===== src/rtl/sel_sequencer.sv =====
// Display-selector front end: latches one ALU transaction and walks a one-hot
// select across A, B, opcode and Y, DWELL cycles each. Optional hold: SEQ_HOLD_EN.
module sel_sequencer #(
  parameter int unsigned DWELL = 4
) (
  input  logic       clk,
  input  logic       rst_n,
  input  logic       load,
  input  logic [3:0] A_in,
  input  logic [3:0] B_in,
  input  logic [2:0] op_in,
  input  logic [7:0] Y_in,
`ifdef SEQ_HOLD_EN
  input  logic       hold,
`endif
  output logic [3:0] select,
  output logic [3:0] A,
  output logic [3:0] B,
  output logic [2:0] opCodeA,
  output logic [7:0] Y,
  output logic       busy,
  output logic       done
);

  localparam logic [2:0] IDLE    = 3'd0;
  localparam logic [2:0] SHOW_A  = 3'd1;
  localparam logic [2:0] SHOW_B  = 3'd2;
  localparam logic [2:0] SHOW_OP = 3'd3;
  localparam logic [2:0] SHOW_Y  = 3'd4;

  localparam logic [7:0] LAST = 8'(DWELL - 1);

  typedef struct packed {
    logic [3:0] a;
    logic [3:0] b;
    logic [2:0] op;
    logic [7:0] y;
  } txn_t;

  logic [2:0] state_q, state_d;
  logic [7:0] cnt_q, cnt_d;
  txn_t       txn_q, txn_d;
  logic       done_q, done_d;
  logic       hold_w;

`ifdef SEQ_HOLD_EN
  assign hold_w = hold;
`else
  assign hold_w = 1'b0;
`endif

  always_comb begin
    state_d = state_q;
    cnt_d   = cnt_q;
    txn_d   = txn_q;
    done_d  = 1'b0;
    case (state_q)
      IDLE: begin
        cnt_d = 8'd0;
        if (load) begin
          state_d = SHOW_A;
          txn_d   = '{a: A_in, b: B_in, op: op_in, y: Y_in};
        end
      end
      SHOW_A, SHOW_B, SHOW_OP, SHOW_Y: begin
        // a held cycle freezes both state and dwell count
        if (!hold_w) begin
          if (cnt_q == LAST) begin
            cnt_d = 8'd0;
            case (state_q)
              SHOW_A:  state_d = SHOW_B;
              SHOW_B:  state_d = SHOW_OP;
              SHOW_OP: state_d = SHOW_Y;
              default: begin
                state_d = IDLE;
                done_d  = 1'b1;
              end
            endcase
          end else begin
            cnt_d = cnt_q + 8'd1;
          end
        end
      end
      default: begin
        state_d = IDLE;
        cnt_d   = 8'd0;
      end
    endcase
  end

  always_ff @(posedge clk) begin
    if (!rst_n) begin
      state_q <= IDLE;
      cnt_q   <= 8'd0;
      txn_q   <= '0;
      done_q  <= 1'b0;
    end else begin
      state_q <= state_d;
      cnt_q   <= cnt_d;
      txn_q   <= txn_d;
      done_q  <= done_d;
    end
  end

  always_comb begin
    select = 4'b0000;
    case (state_q)
      SHOW_A:  select = 4'b0001;
      SHOW_B:  select = 4'b0010;
      SHOW_OP: select = 4'b1000;
      SHOW_Y:  select = 4'b0100;
      default: select = 4'b0000;
    endcase
  end

  assign A       = txn_q.a;
  assign B       = txn_q.b;
  assign opCodeA = txn_q.op;
  assign Y       = txn_q.y;
  assign busy    = (state_q != IDLE);
  assign done    = done_q;

endmodule

===== config.mk =====
export PLATFORM = sky130hd
export DESIGN_NAME = sel_sequencer
export DESIGN_NICKNAME = d
export VERILOG_FILES = /design/src/rtl/sel_sequencer.sv
export SDC_FILE = /design/constraint.sdc
export NUM_CORES = 1
export LEC_CHECK = 0
export ABC_AREA = 1
export CAP_MARGIN = 20
export CELL_PAD_IN_SITES_DETAIL_PLACEMENT = 1
export CELL_PAD_IN_SITES_GLOBAL_PLACEMENT = 1
export CORE_ASPECT_RATIO = 0.7
export CORE_MARGIN = 3
export CORE_UTILIZATION = 31
export DETAILED_ROUTE_END_ITERATION = 8
export PLACE_DENSITY = 0.86
export SLEW_MARGIN = 0
export SYNTH_ARGS = -nofsm -noshare
export SYNTH_HDL_FRONTEND = slang
export SYNTH_SLANG_ARGS = --single-unit

===== constraint.sdc =====
create_clock -name clk -period 1.75 [get_ports clk]
set_clock_uncertainty 0.2 [all_clocks]
set_input_delay 0.4375 -clock clk [delete_from_list [all_inputs] [get_ports clk]]
set_output_delay 0.4375 -clock clk [all_outputs]
set_load 0.02 [all_outputs]

==> results of run 1 <==
registers in the layout (all words and copies together) (netlist names):
signal / count
A: 4
B: 4
Y: 8
cnt_q: 8
done: 1
opCodeA: 3
state_q: 3
critical path, cell delays in order (launching register included):
cell     delay, ns
dfxtp_4       0.37
nor2_4        0.13
nand2_1       0.07
inv_1         0.05
buf_4         0.13
layout make-up:
| class | instances | area (µm²) | area share |
|---|---|---|---|
| clock buffers | 7 | 76.3 | 0.0404 |
| flip-flops and latches | 31 | 629 | 0.333 |
| repair buffers | 52 | 488 | 0.258 |
| multi-input cells | 98 | 504 | 0.267 |
| clock inverters | 1 | 5.00 | 0.00265 |
| well taps | 50 | 62.6 | 0.0331 |
| inverters | 33 | 124 | 0.0656 |
worst max-delay path by stage:
stage	from	end	slack [ns]
finish	state_q[2]	select[1]	0.08
global route	state_q[2]	select[1]	0.007
CTS	state_q[0]	busy	0.008
global placement	state_q[0]	select[2]	-0.1
detailed placement	state_q[0]	select[0]	-0.16
floorplan	cnt_q[0]	state_q[0]	0.36
per-layer routing:
metal,track usage,vias up
li1,-,633
met1,0.167,561
met2,0.233,32
met3,0.0647,5
met4,0.0490,0
met5,0,-
layout by cell type (no fill, tap or decap), types with 3 or more instances in the layout:
| cell type | netlist | layout |
|---|---|---|
| dlygate4sd2_1 | 0 | 20 |
| clkbuf_8 | 0 | 5 |
| o21ai_0 | 12 | 12 |
| inv_2 | 2 | 4 |
| a21oi_1 | 24 | 24 |
| nand2_1 | 19 | 19 |
| clkdlybuf4s50_1 | 0 | 21 |
| inv_1 | 31 | 29 |
| buf_4 | 0 | 7 |
| dfxtp_1 | 31 | 28 |
| nand2_2 | 3 | 3 |
| nor2_1 | 14 | 14 |
| nand3_1 | 7 | 7 |
| o21ai_1 | 8 | 8 |
per-stage QoR:
step	area, µm²	setup TNS, ns
3_5_place_dp	1840	-0.763
3_3_place_gp	1840	-0.443
2_1_floorplan	1300	0
4_1_cts	1880	0
5_1_grt	1890	0
6_report	1890	0
kinds of logic after synthesis:
kind of cell	after synthesis	share of synthesized area
adder cells (fa/ha/maj)	1	0.00965
AO/OA/AOI/OAI	44	0.170
XOR/XNOR	1	0.00676
buffers and inverters	39	0.132
flip-flops	31	0.479
AND/OR/NAND/NOR	52	0.203
power by group:
group,internal [µW],switching (µW)
logic,478,705
clock network,279,259
registers,905,121
what timing repair did:
action                     4_1_cts  5_1_grt
gates cloned                     0        0
resized for setup               42        8
hold endpoints to repair         0        0
pin swaps                        0        1
setup endpoints to repair       25        4
==> results.toml, run 1 <==
[synthesis]
synth_top_area_cell = "dfxtp_1"
synth_top_cell_area_share = 0.479
synth_cells = 168
async_flop_share = 0
synth_fp_nets = 191
avgSynthCellArea_um2 = 7.72
ys_ff_latch = 31
yosysWarnings = 0
synth.area.top_cells = "dfxtp_1, a21oi_1, inv_1"
synth_edf_count = 0
yosysSeqAreaShare = 0.479
yosys-top-cells-count = "dfxtp_1, inv_1, a21oi_1"
ys.flop_type = "dfxtp_1"
yosysUniqueCellTypes = 24
netlist_area_um2 = 1300

[floorplan]
die-area_um2 = 5010
die_h_um = 60.1
pin_count = 47
design.core.area_um2 = 3760
rows = 18
initial_utilization = 0.345
die_w_um = 83.3

[clock_tree]
ctsHoldBuffers = 0
root_buffer = "clkbuf_8"
clk_pin_slew_ns = 0.07
post_cts_buffers = 0
clock_sinks = 31
numCtsBuffers = 5
cts_buffer_depth = 2
htreeDepth = 2
cts_tree = "done"
insertion_delay_ns = 0.28

[sta]
period_share = 0.955
max_freq_mhz = 599
tightestPinTransition_ns = 0.344
setup_slack_ns = 0.0795
rsz0062_at_grt = "false"
hold_viol_final = 0
max_slew_margin = 0.770
fin_crit_ns = 1.67
holdWs_ns = 0.243
setup_viol = 0
drv_slew = 0

[setup_path]
worstPathArrival_ns = 1.03
r2r_end = "state_q[1]"
worstPathMaxFanout = 4
r2r_start = "cnt_q[0]"
start_kind = "flip-flop"
crit_required_ns = 1.11
r2r_slack_ns = 0.22
crit_type = "flip-flop to output pin"
endpoint_kind = "output pin"
reg2reg_depth = 8

[place]
dp_slack_ns = -0.163
place_inst = 264
gp_congestion = 0.770
dp_hpwl_um = 2540
io_buffers = 46

[cells_and_area]
post-route-util = 0.502
diodes = 0
area_growth_pct = 45.8
fillers = 478
final-instance-count-excl-fill = 272
drive_above_1_share = 0.149
final_nets = 244

[power]
leakagePower_uw = 0.000862
vdd_drop_max_mv = 0.649
finalPower_uw = 2750
powerDensity_nw_per_um2 = 1450

[drt]
drt_drc_violations_left = 0
met1_length_um = 1510
routed.top_layer = "met4"
drtIter0Drc = 24
met2_length_um = 1470
drtPass1Iterations = 3
wl_per_cell_um = 12.1
drtAntennaViolNets = 0
drt-total-wl_um = 3290
wl_met3_um = 277
vias_per_cell = 4.53
num_vias = 1231

[hold_path]
holdCritPathClass = "flip-flop to flip-flop"
min_from = "Y[1]"
min_delay_path_depth = 2
hold_end = "Y[1]"

[grt]
track_usage = 0.142
grt_max_degree = 39
grt_overflow = 0
grt_pass1_wl_um = 5490
grt_pass1_vias = 1206
grt_antenna_before_repair = 0

[flow_run]
maxCapViolCount = 0

[outcome]
outcome = "finished, final reports clean"
(Power assumes the default switching activity.)
==> run 2, diff against run 1 <==
- TNS_END_PERCENT: default -> 5
==> results.toml, run 2 (synthesis results as in run 1) <==
[outcome]
outcome = "finished, final reports clean"

[grt]
grt_pass1_wl_um = 5490
grt_antenna_before_repair = 0
grt_pass1_vias = 1206
grt_overflow = 0
track_usage = 0.142
grt_max_degree = 39

[clock_tree]
insertion_delay_ns = 0.28
root_buffer = "clkbuf_8"
post_cts_resized = 40
clk_pin_slew_ns = 0.07
cts_buffer_depth = 2
cts_tree = "done"
numCtsBuffers = 5
htreeDepth = 2
post_cts_buffers = 0
clock_sinks = 31
ctsHoldBuffers = 0

[sta]
drv_slew = 0
tightestPinTransition_ns = 0.344
rsz0062_at_grt = "true"
fin_crit_ns = 1.70
max_slew_margin = 0.770
max_freq_mhz = 588
setup_viol = 0
period_share = 0.971
hold_viol_final = 0

[drt]
drtIter0Drc = 24
drtPass1Iterations = 3
num_vias = 1226
drt_drc_violations_left = 0
vias_per_cell = 4.51
drtAntennaViolNets = 0
drt-total-wl_um = 3280
wl_per_cell_um = 12.1

[place]
gp_congestion = 0.770
placed_cell_area_um2 = 1840
io_buffers = 46
dp_hpwl_um = 2540

[setup_path]
crit_type = "flip-flop to output pin"
endpoint_kind = "output pin"
r2r_slack_ns = 0.22
start_kind = "flip-flop"
worstPathMaxFanout = 4
crit_required_ns = 1.11
worstPathArrival_ns = 1.06

[power]
leakagePower_uw = 0.000861
powerDensity_nw_per_um2 = 1450
vdd_drop_max_mv = 0.647

[floorplan]
die_h_um = 60.1
pin_count = 47
initial_utilization = 0.345
die-area_um2 = 5010
rows = 18
die_w_um = 83.3
design.core.area_um2 = 3760

[hold_path]
holdCritPathClass = "flip-flop to flip-flop"

[cells_and_area]
final_nets = 244
diodes = 0
final_common_cell = "inv_1"
finalInstanceArea_um2 = 1880
final_cell_mix = "inv_1, dfxtp_1, a21oi_1, clkdlybuf4s50_1, dlygate4sd2_1"
drive_above_1_share = 0.144
post-route-util = 0.500
area_growth_pct = 45.0

[flow_run]
maxCapViolCount = 0
run 2: cell types whose count changed in the layout (fill, tap and decap cells not counted):
cell	previous run	this run
buf_4	7	5
dfxtp_4	2	0
buf_2	2	4
dfxtp_2	1	3
inv_1	29	30
inv_2	4	3
run 2: power breakdown:
part	total (µW)	leakage [µW]	internal, µW	switching [µW]
Combinational	1170	0.000564	469	704
Sequential	1020	0.000255	900	119
Clock	537	0.0000422	279	258
Total	2730	0.000861	1650	1080
run 2: metal layers:
metal / wire, µm / track usage
met1: 1510 / 0.167
met2: 1470 / 0.233
met3: 277 / 0.0647
met4: 31 / 0.0490
met5: 0 / 0
run 2: worst paths after layout:
check / start / endpoint / depth (start not counted)
setup / recovery: state_q[2] / select[0] / 4
hold / removal: Y[1] / Y[1] / 2
setup reg to reg: cnt_q[0] / state_q[1] / 8
hold reg to reg: Y[1] / Y[1] / 2
run 2: cell type report:
type	count	area (µm²)
clock buffer	7	76.3
clock inverter	1	5.00
fill	482	1880
inverter	33	124
multi-input combinational	98	504
sequential	31	624
tap	50	62.6
timing repair buffer	52	483
run 2: through the flow:
| stage | std cells | worst slack [ns] | hold WS [ns] | power [µW] | setup TNS [ns] |
|---|---|---|---|---|---|
| global route | 272 | -0.0200 | 0.264 | 2940 | -0.0380 |
| floorplan | 168 | 0.358 | 0.218 | 1790 | 0 |
| finish | 272 | 0.0505 | 0.243 | 2730 | 0 |
| CTS | 272 | -0.129 | 0.245 | 2780 | -0.129 |
| detailed placement | 264 | -0.163 | 0.237 | 2370 | -0.763 |
| global placement | 264 | -0.0994 | 0.230 | 2330 | -0.443 |
run 2: worst max-delay path: stages, from the launching register on:
cell and delay [ns]:
dfxtp_2 0.35, inv_1 0.09, nand3_1 0.11, inv_1 0.06, buf_2 0.16
